$ cat config.mk
export PLATFORM = sky130hd
export DESIGN_NAME = keypad_nav_ctrl
export DESIGN_NICKNAME = d
export VERILOG_FILES = /design/src/rtl/keypad_nav_ctrl.sv
export SDC_FILE = /design/constraint.sdc
export NUM_CORES = 1
export LEC_CHECK = 0
export CAP_MARGIN = 20
export CORE_MARGIN = 2
export CORE_UTILIZATION = 60
export CTS_BUF_LIST = sky130_fd_sc_hd__clkbuf_8
export CTS_CLUSTER_SIZE = 16
export DETAILED_ROUTE_END_ITERATION = 8
export PLACE_DENSITY_LB_ADDON = 0.25
export SYNTH_ARGS = -nofsm -noshare
export SYNTH_HDL_FRONTEND = slang
export SYNTH_SLANG_ARGS = --single-unit
$ cat constraint.sdc
create_clock -name CLK -period 3.9 [get_ports CLK]
set_input_delay 0.39 -clock CLK [delete_from_list [all_inputs] [get_ports CLK]]
set_output_delay 0.39 -clock CLK [all_outputs]
set_load 0.01 [all_outputs]
$ cat src/rtl/keypad_nav_ctrl.sv
// keypad_nav_ctrl
//   Button front-end for the on-screen keypad. Five raw push-buttons are
//   synchronised and debounced. Their rising edges become press events, and
//   the four direction buttons also auto-repeat while held. The events move a
//   cursor over a COLS x ROWS grid. A select press queues the key code under
//   the cursor in a small show-ahead FIFO.
//
// Ports
//   CLK        system clock, all state on the rising edge
//   RST        asynchronous active-low reset
//   BA/BB      raw up / down buttons (active high, asynchronous)
//   BI/BD      raw left / right buttons (active high, asynchronous)
//   BM         raw select button (active high, asynchronous)
//   COL, ROW   cursor position
//   KEY_VALID  FIFO non-empty
//   KEY_CODE   FIFO head, ROW*COLS+COL; keeps the last head value when empty
//   KEY_READY  consumer accepts the head
//   FILL       FIFO occupancy
//   OVERFLOW   sticky: a select was dropped because the FIFO was full
//
// Handshake: a key code transfers on every rising CLK edge where KEY_VALID
// and KEY_READY are both high. KEY_VALID does not depend on KEY_READY. A code
// pushed into an empty FIFO is not bypassed to the output. It becomes visible
// on the edge after the push.
module keypad_nav_ctrl #(
    parameter int COLS            = 4,
    parameter int ROWS            = 4,
    parameter int DEBOUNCE_CYCLES = 4,
    parameter int REPEAT_DELAY    = 16,
    parameter int REPEAT_RATE     = 8,
    parameter int FIFO_DEPTH      = 4,
    parameter int WRAP            = 1,
    localparam int CW = $clog2(COLS),
    localparam int RW = $clog2(ROWS),
    localparam int KW = $clog2(COLS * ROWS),
    localparam int FW = $clog2(FIFO_DEPTH) + 1
) (
    input  logic          CLK,
    input  logic          RST,
    input  logic          BA,
    input  logic          BB,
    input  logic          BI,
    input  logic          BD,
    input  logic          BM,
    output logic [CW-1:0] COL,
    output logic [RW-1:0] ROW,
    output logic          KEY_VALID,
    output logic [KW-1:0] KEY_CODE,
    input  logic          KEY_READY,
    output logic [FW-1:0] FILL,
    output logic          OVERFLOW
);

    localparam int  DCW    = $clog2(DEBOUNCE_CYCLES + 1);
    localparam int  RMAX   = (REPEAT_DELAY > REPEAT_RATE) ? REPEAT_DELAY : REPEAT_RATE;
    localparam int  RCW    = $clog2(RMAX + 1);
    localparam int  AW     = $clog2(FIFO_DEPTH);
    localparam bit  REP_EN = (REPEAT_DELAY != 0);

    localparam logic [DCW-1:0] DEB_LAST = DCW'(DEBOUNCE_CYCLES - 1);
    localparam logic [RCW-1:0] DLY_LAST = RCW'(REPEAT_DELAY - 1);
    localparam logic [RCW-1:0] RATE_LAST = RCW'(REPEAT_RATE - 1);
    localparam logic [CW-1:0]  COL_MAX  = CW'(COLS - 1);
    localparam logic [RW-1:0]  ROW_MAX  = RW'(ROWS - 1);

    // Button index: 0 up, 1 down, 2 left, 3 right, 4 select
    logic [4:0]     raw;
    logic [4:0]     sync1;
    logic [4:0]     sync2;
    logic [4:0]     deb;
    logic [4:0]     deb_d;
    logic [4:0]     press;
    logic [DCW-1:0] dcnt [5];

    assign raw = {BM, BD, BI, BB, BA};

    // Synchroniser, debouncer and press-edge detector
    always_ff @(posedge CLK or negedge RST) begin
        if (!RST) begin
            sync1 <= '0;
            sync2 <= '0;
            deb   <= '0;
            deb_d <= '0;
            press <= '0;
            for (int i = 0; i < 5; i++) begin
                dcnt[i] <= '0;
            end
        end else begin
            sync1 <= raw;
            sync2 <= sync1;
            deb_d <= deb;
            // press is registered from deb/deb_d, so it follows the debounced
            // edge by one cycle
            press <= deb & ~deb_d;
            for (int i = 0; i < 5; i++) begin
                if (sync2[i] != deb[i]) begin
                    if (dcnt[i] == DEB_LAST) begin
                        deb[i]  <= sync2[i];
                        dcnt[i] <= '0;
                    end else begin
                        dcnt[i] <= dcnt[i] + 1'b1;
                    end
                end else begin
                    dcnt[i] <= '0;
                end
            end
        end
    end

    // Auto-repeat for the direction buttons. The counter starts on the edge
    // that raises press. rfirst selects the initial delay over the steady
    // repeat rate.
    logic [3:0]     rpt;
    logic [3:0]     ractive;
    logic [3:0]     rfirst;
    logic [RCW-1:0] rcnt [4];

    always_ff @(posedge CLK or negedge RST) begin
        if (!RST) begin
            rpt     <= '0;
            ractive <= '0;
            rfirst  <= '0;
            for (int i = 0; i < 4; i++) begin
                rcnt[i] <= '0;
            end
        end else begin
            for (int i = 0; i < 4; i++) begin
                if (!REP_EN || !deb[i]) begin
                    rpt[i]     <= 1'b0;
                    ractive[i] <= 1'b0;
                    rfirst[i]  <= 1'b0;
                    rcnt[i]    <= '0;
                end else if (!deb_d[i]) begin
                    rpt[i]     <= 1'b0;
                    ractive[i] <= 1'b1;
                    rfirst[i]  <= 1'b1;
                    rcnt[i]    <= '0;
                end else if (ractive[i]) begin
                    if (rcnt[i] == (rfirst[i] ? DLY_LAST : RATE_LAST)) begin
                        rpt[i]    <= 1'b1;
                        rfirst[i] <= 1'b0;
                        rcnt[i]   <= '0;
                    end else begin
                        rpt[i]  <= 1'b0;
                        rcnt[i] <= rcnt[i] + 1'b1;
                    end
                end else begin
                    rpt[i] <= 1'b0;
                end
            end
        end
    end

    // Cursor movement. Opposing events on one axis cancel each other.
    logic [3:0] ev;
    logic       mv_up;
    logic       mv_dn;
    logic       mv_lf;
    logic       mv_rt;

    assign ev    = press[3:0] | rpt;
    assign mv_up = ev[0] & ~ev[1];
    assign mv_dn = ev[1] & ~ev[0];
    assign mv_lf = ev[2] & ~ev[3];
    assign mv_rt = ev[3] & ~ev[2];

    always_ff @(posedge CLK or negedge RST) begin
        if (!RST) begin
            ROW <= '0;
            COL <= '0;
        end else begin
            if (mv_up) begin
                if (ROW == '0) ROW <= (WRAP != 0) ? ROW_MAX : ROW;
                else           ROW <= ROW - 1'b1;
            end else if (mv_dn) begin
                if (ROW == ROW_MAX) ROW <= (WRAP != 0) ? '0 : ROW;
                else                ROW <= ROW + 1'b1;
            end
            if (mv_lf) begin
                if (COL == '0) COL <= (WRAP != 0) ? COL_MAX : COL;
                else           COL <= COL - 1'b1;
            end else if (mv_rt) begin
                if (COL == COL_MAX) COL <= (WRAP != 0) ? '0 : COL;
                else                COL <= COL + 1'b1;
            end
        end
    end

    // Key-code FIFO. The code uses the cursor value before any move that
    // happens on the same edge.
    logic [KW-1:0] code;
    logic [KW-1:0] mem [FIFO_DEPTH];
    logic [AW-1:0] wptr;
    logic [AW-1:0] rptr;
    logic [AW-1:0] rptr_n;
    logic [FW-1:0] count;
    logic [FW-1:0] count_n;
    logic          full;
    logic          do_pop;
    logic          do_push;

    assign code      = KW'(ROW) * KW'(COLS) + KW'(COL);
    assign full      = (count == FW'(FIFO_DEPTH));
    assign KEY_VALID = (count != '0);
    assign FILL      = count;
    assign do_pop    = KEY_VALID & KEY_READY;
    assign do_push   = press[4] & (~full | do_pop);

    always_comb begin
        rptr_n  = do_pop ? rptr + 1'b1 : rptr;
        count_n = count;
        if (do_push && !do_pop)      count_n = count + 1'b1;
        else if (!do_push && do_pop) count_n = count - 1'b1;
    end

    always_ff @(posedge CLK) begin
        if (do_push) mem[wptr] <= code;
    end

    always_ff @(posedge CLK or negedge RST) begin
        if (!RST) begin
            wptr     <= '0;
            rptr     <= '0;
            count    <= '0;
            KEY_CODE <= '0;
            OVERFLOW <= 1'b0;
        end else begin
            if (do_push) wptr <= wptr + 1'b1;
            rptr  <= rptr_n;
            count <= count_n;
            if (press[4] && full && !do_pop) OVERFLOW <= 1'b1;
            // The head register only changes while the FIFO holds something.
            // When the new head slot is the one being written, the data comes
            // from code rather than from mem.
            if (count_n != '0) begin
                if (do_push && (wptr == rptr_n)) KEY_CODE <= code;
                else                             KEY_CODE <= mem[rptr_n];
            end
        end
    end

endmodule

# Word-level counts from Yosys, hierarchy flattened
# Memory sizes are Yosys's and may differ from the RTL's. A register that Yosys moved wholly into a read port is not among the register bits.
# Index checks and enable logic that the tools add are counted.
# totals
latch_bits	0
word_cells	201
inputBits	8
romBits	0
ram_bits	16
reg_bits	84
n_memories	1
# op_classes
multipliers	0
reduce_logical	22
addsub	18
n_eq_ne	29
shifts	0
div	0
bitwise	15
n_lt_le_gt_ge	0
n_mux	83
# memory_table
memory	depth	width	rd	rd_ports_with_merged_regs	write_ports	line_no	source
mem	4	4	1	1	1	192	logic [KW-1:0] mem [FIFO_DEPTH];
# op_table
op	n
$mux 5	16
$mux 1	42
$mux 3	12
$ne 3x2->1 const B	8
$add 5x1->5 const B	4
$eq 5x4->1	4
$add 3x1->3 const B	6
$mux 2	9
$reduce_and 2->1	9
$mux 4	4
$eq 3x2->1 const B	5
$add 2x1->2 const B	4
$ne 2x2->1 const B	4
$and 1x1->1	6
$reduce_bool 3->1	2
$and 5x5->5	1
$ne 1x1->1	5
$not 1->1	5
$not 5->5	1
$add 4x2->4	1
$eq 2x2->1 const B	2
$logic_and 1x1->1	4
$logic_not 2->1	2
$or 4x4->4	1
6 further kinds	10

# Depth between registers and ports, before layout
# Gate-level depths: netlist of the first run.
# depth
ltp_word	9
mapped_depth	11
depth_no_buf	9

# Worst setup path before layout of the first run
# OpenSTA, ideal clock, no wires.
# synth_timing
kind	register to register
start	register count[0] (netlist: FILL[0])
end	register KEY_CODE[3], read port of mem
path_slack_ns	1.788
path_stages_with_launch	12
arrival_time_ns	2.039
path_cell_list	dfrtp_1 > inv_1 > ha_1 > buf_6 > nor2b_4 > buf_6 > inv_8 > nand2_4 > o31a_1 > a21oi_4 > o21ba_1 > a21oi_2
# synth_via
elab_chain_cells	9
# synth_rtl
element	line_no	source
from (decl)	196	logic [FW-1:0] count;
from (signal assigned)	230	count <= count_n;
$reduce_bool 3->1 (*)	204	assign KEY_VALID = (count != '0);
net KEY_VALID	47	output logic KEY_VALID,
$and 1x1->1 (*)	206	assign do_pop = KEY_VALID & KEY_READY;
$or 1x1->1	207	assign do_push = press[4] & (~full | do_pop);
$and 1x1->1	207	
$logic_not 1->1	213	else if (!do_push && do_pop) count_n = count - 1'b1;
$logic_and 1x1->1	213	
$mux 3	213	
$mux 3	212	if (do_push && !do_pop) count_n = count + 1'b1;
$reduce_bool 3->1	235	if (count_n != '0) begin
to (decl)	48	output logic [KW-1:0] KEY_CODE,
# Mark *: on every way through the listed nets, which the timed path passes. The rest lies on a longest branch.
# A chain may end at the register's enable or synchronous reset.

# Worst setup path in the final report of the first run
# layout_timing
start	register count[0] (netlist: FILL[0])
end	output KEY_VALID
# layout_via
elab_chain_cells	1
# layout_rtl
element	line_no
$reduce_bool 3->1	204
to (decl)	47
# No other way between the ends.

==> results.ini, run 1 <==
[outcome]
status = completed

[placement]
dp_hpwl_microns = 4890
gp_congestion = 0.819
numPortBuffers = 20

[route]
avgRoutedWirePerCell_microns = 13.4
vias_per_cell = 5.53
drt_pre_antenna_iters = 4
vias = 2982
drc_errors = 0
drtAntennaViolNets = 0
drt_wl_total_microns = 7220
drtIter0Drc = 177

[sta]
finalMaxSlewViolations = 0
whs_ps = 357
tightest_slew_ps = 488
final_hold_viol_count = 0
fin_skew_ps = 13.9
relSlewSlack_pct = 67.5
setup_viol = 0
rsz0062_at_grt = no
period_minus_slack_ps = 2600
max_freq_ghz = 0.385
final.setup.tns_ps = 0
period_share_pct = 66.6

[setup_path]
critical_path.startpoint_type = flip-flop
cp_top_family = buffers and inverters
critical_path.slowest_cell = clkdlybuf4s50_1
critPathArrivalTime_ps = 2210
critical_path_depth = 5
required_ps = 3510
rr_worst_depth = 9
critPathCaptureType = primary output
cp_max_fo = 10
cp_cell_sequence = inv_1, ha_1, nor2b_4, inv_8, clkdlybuf4s50_1
path_class = flip-flop to primary output
slowest_delay_ps = 480
cp_num_buf_inv = 3

[power_and_ir_drop]
p_int_mw = 2.30
share_comb_of_total_power_pct = 35.6
cellPowerDensity_nw_per_um2 = 713
p_total_mw = 3.67
vdd_drop_max_mv = 0.323
leakagePower_nw = 2.25
switchingPower_mw = 1.36
p_clk_share_pct = 17.2
p_seq_share_pct = 47.2
netSwitchingFraction_pct = 37.2

[grt]
grt-ovfl-total = 0
track_usage_pct = 18.9
antenna_found_initial = 0
grt_pass1_wl_microns = 12600
grt_pass1_vias = 2875
grt_max_degree = 89

[synthesis]
postSynthAreaPerCell_sq_um = 11.5
synth_top_area_share_pct = 47.2
synth_cell_types = 55
synthArstFlopShare_pct = 84.6
synth.cells.most_frequent = dfrtp_1 (88), nand2_1 (43), nor2_1 (25)
synth_edf_count = 16
synth_seq_cells = 104
ys.flop_type = dfrtp_1
ys_warn_count = 0
yosysSeqAreaShare_pct = 57.5
synthCells = 407
yosysMostFrequentCell = dfrtp_1
synthTopCellsByArea = dfrtp_1 (47%), edfxtp_1 (10%), ha_1 (5.9%), nand2_1 (3.5%), a21oi_1 (2.5%)
yosys.area.top_type = dfrtp_1
syn_nets = 437
netlist_area_sq_um = 4660

[die]
rows = 32
coreArea_sq_um = 7650
io_pins = 21
die_w_microns = 92.2
die-area_sq_um = 8490
die_h_microns = 92.2
initial_core_util_pct = 61.0

[cells_and_area]
drive_above_1_share_pct = 8.01
syn2layout_area_growth_pct = 10.4
nets = 462
nFillCells = 546
diodes = 0

[clocking]
root_buffer = clkbuf_8
cts_tree = done
post_cts_buffers = 0
clkTransAtPathRegs_ps = 100
htreeDepth = 3
cts_buffer_depth = 2
clock_latency_ps = 370
cts_sinks = 104
cts_made_buffers = 9

[hold_path]
holdPathStages = 0
min_path_type = flip-flop to flip-flop

[flow_run]
cap_violations = 0

==> path summary, 6_finish.rpt <==
path                       startpoint     endpoint  slack [ps]
min reg2reg                  sync1[3]     sync2[3]         360
min in group asynchronous         RST      rcnt[4]         460
max                           FILL[0]    KEY_VALID        1300
min                          sync1[3]     sync2[3]         360
max in group asynchronous         RST     sync2[2]        2820
max reg2reg                   FILL[0]  KEY_CODE[0]        1520
==> area by class of cell <==
type | instances | area (sq um) | share of cell area [%]
clock buffer | 9 | 124 | 2.41
tap | 102 | 128 | 2.48
inverter | 18 | 75.1 | 1.46
multi-input combinational | 277 | 1840 | 35.8
timing repair buffer | 22 | 235 | 4.57
sequential | 104 | 2680 | 52.1
clock inverter | 7 | 61.3 | 1.19
==> kinds of logic (layout without fill, tap and decap cells) <==
logic type | count (synthesis) | after routing | share of synthesized area (%)
AOI/OAI and AO/OA | 73 | 73 | 10.5
xor gates and xnor gates | 18 | 18 | 3.38
adders and majority gates | 22 | 22 | 5.90
buffers and inverters | 26 | 56 | 2.98
DFF | 104 | 104 | 57.5
muxes | 12 | 12 | 2.71
and+or+nand+nor | 152 | 152 | 17.0
==> per-layer routing <==
metal | global-route usage (%) | up-vias | share of wire, %
met5 | 0 | - | 0
li1 | - | 1484 | -
met1 | 24.6 | 1426 | 47
met2 | 29.6 | 56 | 47
met3 | 4.52 | 16 | 3.2
met4 | 9.95 | 0 | 2.6
==> sequential cells by signal, indices dropped and copies added (netlist names), 3 cells and up <==
register and cells:
dcnt 15, rcnt 20, mem 16, sync1 5
FILL 3, ractive 4, sync2 5, deb 5
rfirst 4, KEY_CODE 4, press 5, rpt 4
deb_d 5
==> cells in the final DEF (no fill, tap or decap), drive strengths merged, types with 6 or more instances in the layout <==
master | Yosys | final
nand2 | 44 | 44
nor2 | 26 | 26
nor3 | 21 | 21
clkdlybuf4s50 | 0 | 19
dfrtp | 88 | 88
mux2i | 7 | 7
nand3 | 10 | 10
a21oi | 26 | 26
a21boi | 8 | 8
or3 | 6 | 6
edfxtp | 16 | 16
nor2b | 14 | 14
nor3b | 9 | 9
clkbuf | 3 | 9
xnor2 | 10 | 10
inv | 18 | 22
o21ai | 18 | 18
xor2 | 8 | 8
ha | 22 | 22
==> power by group through the flow <==
stage,Combinational [mW],Sequential (mW),Clock (mW)
floorplan,1.01,1.67,0
global placement,1.26,1.74,0
detailed placement,1.31,1.76,0
CTS,1.31,1.73,0.649
global route,1.47,1.79,0.693
finish,1.30,1.73,0.631
==> through the flow <==
| stage | cells | instance area, sq um | setup slack [ps] | util (%) |
|---|---|---|---|---|
| floorplan | 407 | 4660 | 1790 | - |
| global placement | 521 | 4920 | 1500 | 64.4 |
| detailed placement | 521 | 4920 | 1440 | 64.4 |
| CTS | 537 | 5110 | 1290 | 66.8 |
| global route | 539 | 5150 | 1170 | 67.3 |
| finish | 539 | 5150 | 1300 | 67.3 |
==> timing repair <==
action / CTS / global route
resized for setup: 0 / 0
hold buffers: 0 / 1
hold endpoints to repair: 0 / 22
(Power assumes the default switching activity.)
==> run 2, diff against run 1 <==
clock period = 2.5 ns   (was 3.9 ns; I/O delays follow)
==> results.ini, run 2 (same netlist as run 1, synthesis figures left out) <==
[die]
die-area_sq_um = 8490
die_h_microns = 92.2
coreArea_sq_um = 7650
io_pins = 21
die_w_microns = 92.2
initial_core_util_pct = 61.0
rows = 32

[route]
drt_pre_antenna_iters = 4
vias_per_cell = 5.62
drt_wl_total_microns = 7430
drc_errors = 0
vias = 3049
drtIter0Drc = 134
avgRoutedWirePerCell_microns = 13.7
drtAntennaViolNets = 0

[sta]
tightest_slew_ps = 648
relSlewSlack_pct = 56.8
final.setup.tns_ps = 0
setup_viol = 0
rsz0062_at_grt = no
period_minus_slack_ps = 2330
max_freq_ghz = 0.429
period_share_pct = 93.3
final_hold_viol_count = 0
fin_skew_ps = 15.1
finalMaxSlewViolations = 0

[flow_run]
cap_violations = 0

[setup_path]
critPathCaptureType = primary output
critical_path.slowest_cell = clkdlybuf4s50_1
critical_path.startpoint_type = flip-flop
slowest_delay_ps = 470
path_class = flip-flop to primary output
cp_cell_sequence = inv_1, ha_2, nor2b_4, inv_8, clkdlybuf4s50_1
required_ps = 2250
critPathArrivalTime_ps = 2080
cp_num_buf_inv = 3
cp_max_fo = 9
cp_top_family = buffers and inverters

[clocking]
clock_latency_ps = 370
htreeDepth = 3
root_buffer = clkbuf_8
cts_tree = done
cts_made_buffers = 9
cts_buffer_depth = 2
cts_sinks = 104
clkTransAtPathRegs_ps = 110

[power_and_ir_drop]
p_int_mw = 3.64
p_seq_share_pct = 46.2
switchingPower_mw = 2.19
netSwitchingFraction_pct = 37.5
p_clk_share_pct = 17.5
vdd_drop_max_mv = 0.519
cellPowerDensity_nw_per_um2 = 1120
share_comb_of_total_power_pct = 36.2
leakagePower_nw = 2.27

[cells_and_area]
final_cell_mix = dfrtp_1 (88), nand2_1 (43), nor2_1 (25)
diodes = 0
drive_above_1_share_pct = 9.07
nets = 466
final_cell_count_no_fill = 543
top_regs = rcnt (20), mem (16), dcnt (15)
syn2layout_area_growth_pct = 11.2
nFillCells = 566
fin_util_pct = 67.8
fin_area_sq_um = 5180
max_flop_register = rcnt
largest_reg_flops = 20
layout_commonest_cell = dfrtp_1

[placement]
numPortBuffers = 20
placed_cells = 524
gp_congestion = 0.855
post_dp_cell_area_sq_um = 4960
dp_hpwl_microns = 5250

[grt]
grt-ovfl-total = 0
grt_max_degree = 52
grt_pass1_wl_microns = 13300
antenna_found_initial = 0
grt_pass1_vias = 2988
track_usage_pct = 19.8

[outcome]
status = completed

[hold_path]
min_path_type = input port to flip-flop

-- run 2: final cells by class --
type                       instances  area [sq um]  share of cell area (%)
timing repair buffer              25           250                    4.83
inverter                          18          75.1                    1.45
clock buffer                       9           124                    2.39
tap                              102           128                    2.46
sequential                       104          2680                    51.7
clock inverter                     7          71.3                    1.38
multi-input combinational        278          1850                    35.7
-- run 2: per-layer routing --
layer	share of wire, %	track usage [%]	up-vias
li1	-	-	1489
met1	47	27.1	1490
met2	48	31.4	53
met3	3.4	3.29	17
met4	2.2	8.83	0
met5	0	0	-
-- run 2: final timing paths --
kind	start	endpoint	slack, ps	cells after the start
max	FILL[0]	KEY_VALID	170	5
min	BM	sync1[4]	310	1
max reg2reg	FILL[0]	KEY_CODE[2]	250	9
min reg2reg	sync1[2]	sync2[2]	360	0
max in group asynchronous	RST	rfirst[2]	1420	3
min in group asynchronous	RST	FILL[2]	450	2
-- run 2: repair_timing --
action / 4_1_cts / 5_1_grt
endpoints found under the hold margin: 50 / 0
setup endpoints to repair: 0 / 5
gates resized for setup: 0 / 1
buffers inserted: 0 / 1
hold buffers: 1 / 0
-- run 2: power by group through the flow --
stage	clock [mW]	combinational, mW	sequential [mW]
after CTS	1.05	2.11	2.70
after global placement	0	2.00	2.70
after global routing	1.12	2.39	2.78
final	1.02	2.11	2.70
after detailed placement	0	2.09	2.73
after floorplan	0	1.58	2.61
-- run 2: worst reg2reg max path, stage by stage (launching register included) --
cell,delay [ps]
dfrtp_1,420
inv_1,160
ha_2,300
nor2b_4,300
inv_8,60
a21oi_2,140
nor4_2,70
o31ai_4,390
mux2i_1,230
o21ai_1,70
-- run 2: stage by stage --
step / total power, mW / setup slack (ps) / hold slack, ps
floorplan: 4.19 / 388 / -45.6
global placement: 4.70 / 195 / 317
detailed placement: 4.82 / 126 / 329
CTS: 5.85 / 21.2 / 292
global route: 6.30 / 58.5 / 277
finish: 5.83 / 169 / 309
==> run 3, diff against run 2 <==
ABC_CLOCK_PERIOD_IN_PS = 2500   (was not set)
CAP_MARGIN = not set   (was 20)
CORE_UTILIZATION = 62   (was 60)
==> results.ini, run 3 (same netlist as run 1, synthesis figures left out) <==
[outcome]
status = completed

[grt]
grt_pass1_vias = 2780
antenna_found_initial = 0
grt_max_degree = 46
track_usage_pct = 19.3
grt_pass1_wl_microns = 12600
grt-ovfl-total = 0

[sta]
final.setup.tns_ps = 0
setup_viol = 0
rsz0062_at_grt = no
final_hold_viol_count = 0
relSlewSlack_pct = 61.1
fin_ws_ps = 184
period_minus_slack_ps = 2320
tightest_slew_ps = 583
fin_skew_ps = 10.4
period_share_pct = 92.7
max_freq_ghz = 0.432
finalMaxSlewViolations = 0

[route]
drc_errors = 0
vias = 2999
avgRoutedWirePerCell_microns = 13.5
drtAntennaViolNets = 0
drt_pre_antenna_iters = 4
vias_per_cell = 5.57
drtIter0Drc = 172
drt_wl_total_microns = 7280

[power_and_ir_drop]
p_seq_share_pct = 47.0
switchingPower_mw = 2.15
p_int_mw = 3.61
vdd_drop_max_mv = 0.662
cellPowerDensity_nw_per_um2 = 1120
netSwitchingFraction_pct = 37.3
leakagePower_nw = 2.26
share_comb_of_total_power_pct = 35.7
p_clk_share_pct = 17.3

[setup_path]
critical_path_depth = 5
path_class = flip-flop to primary output
ff2ff_setup_slack_ps = 230
r2r_end = KEY_CODE[3]
rr_worst_depth = 8
cp_cell_sequence = inv_1, ha_2, nor2b_4, inv_8, clkdlybuf4s50_1
critical_path.startpoint_type = flip-flop
cp_num_buf_inv = 3
cp-endpoint = KEY_VALID
critical_path.slowest_cell = clkdlybuf4s50_1
cp_max_fo = 9
timing.rr.start = FILL[1]
required_ps = 2250
critPathArrivalTime_ps = 2070
startpoint = FILL[1]
critPathCaptureType = primary output
slowest_delay_ps = 470
cp_top_family = buffers and inverters

[die]
die-area_sq_um = 8230
die_w_microns = 90.7
rows = 31
io_pins = 21
die_h_microns = 90.7
coreArea_sq_um = 7250
initial_core_util_pct = 64.3

[cells_and_area]
syn2layout_area_growth_pct = 10.6
diodes = 0
max_flop_register = rcnt
final_cell_mix = dfrtp_1 (88), nand2_1 (43), nor2_1 (25)
drive_above_1_share_pct = 8.66
largest_reg_flops = 20
nFillCells = 512
nets = 464
layout_commonest_cell = dfrtp_1
top_regs = rcnt (20), mem (16), dcnt (15)

[placement]
dp_hpwl_microns = 5070
numPortBuffers = 20
place_ws_ps = 151
gp_congestion = 0.819

[flow_run]
cap_violations = 0

[clocking]
post_cts_buffers = 0
root_buffer = clkbuf_8
clock_latency_ps = 370
cts_sinks = 104
htreeDepth = 3
cts_made_buffers = 9
cts_tree = done
clkTransAtPathRegs_ps = 100
cts_buffer_depth = 2

[hold_path]
min_path_type = input port to flip-flop

## run 3: how the worst min path moves through the flow
| stage | start | to | slack (ps) | depth (start not counted) |
|---|---|---|---|---|
| after global routing | BM | sync1[4] | 290 | 1 |
| after CTS | BI | sync1[2] | 290 | 1 |
| final | BI | sync1[2] | 310 | 1 |
| after detailed placement | RST | FILL[2] | 290 | 1 |
| after floorplan | RST | COL[0] | -50 | 0 |
| after global placement | RST | FILL[2] | 290 | 1 |
## run 3: repair_timing
action                                  CTS  global route
endpoints found under the setup margin    0             4
hold buffers                              1             0
hold endpoints to repair                 44             0
resized for setup                         0             1
## run 3: cell type report
type	count	area [sq um]	area share (%)
timing repair buffer	23	235	4.56
clock buffer	9	124	2.40
tap	99	124	2.40
inverter	18	75.1	1.46
multi-input combinational	278	1850	35.9
clock inverter	7	62.6	1.21
sequential	104	2680	52.0
## run 3: power groups by stage
stage / sequential (mW) / clock [mW] / combinational [mW]
2_1_floorplan: 2.61 / 0 / 1.58
3_3_place_gp: 2.71 / 0 / 1.96
3_5_place_dp: 2.74 / 0 / 2.05
4_1_cts: 2.70 / 1.03 / 2.07
5_1_grt: 2.79 / 1.10 / 2.34
6_report: 2.71 / 0.995 / 2.06
## run 3: metrics by stage
step / hold slack [ps] / power, mW / utilization, % / cell area [sq um] / std cells
after global placement: 285 / 4.67 / 68.2 / 4950 / 520
after global routing: 295 / 6.23 / 71.1 / 5160 / 538
after detailed placement: 293 / 4.79 / 68.2 / 4950 / 520
after floorplan: -45.6 / 4.19 / - / 4660 / 407
after CTS: 288 / 5.79 / 70.9 / 5140 / 537
final: 308 / 5.76 / 71.1 / 5160 / 538
## run 3: layer usage
layer	vias up	share of wire (%)	GRT usage (%)
li1	1490	-	-
met1	1455	48	25.8
met2	42	48	31.0
met3	12	2.4	3.01
met4	0	1.9	9.36
met5	-	0	0
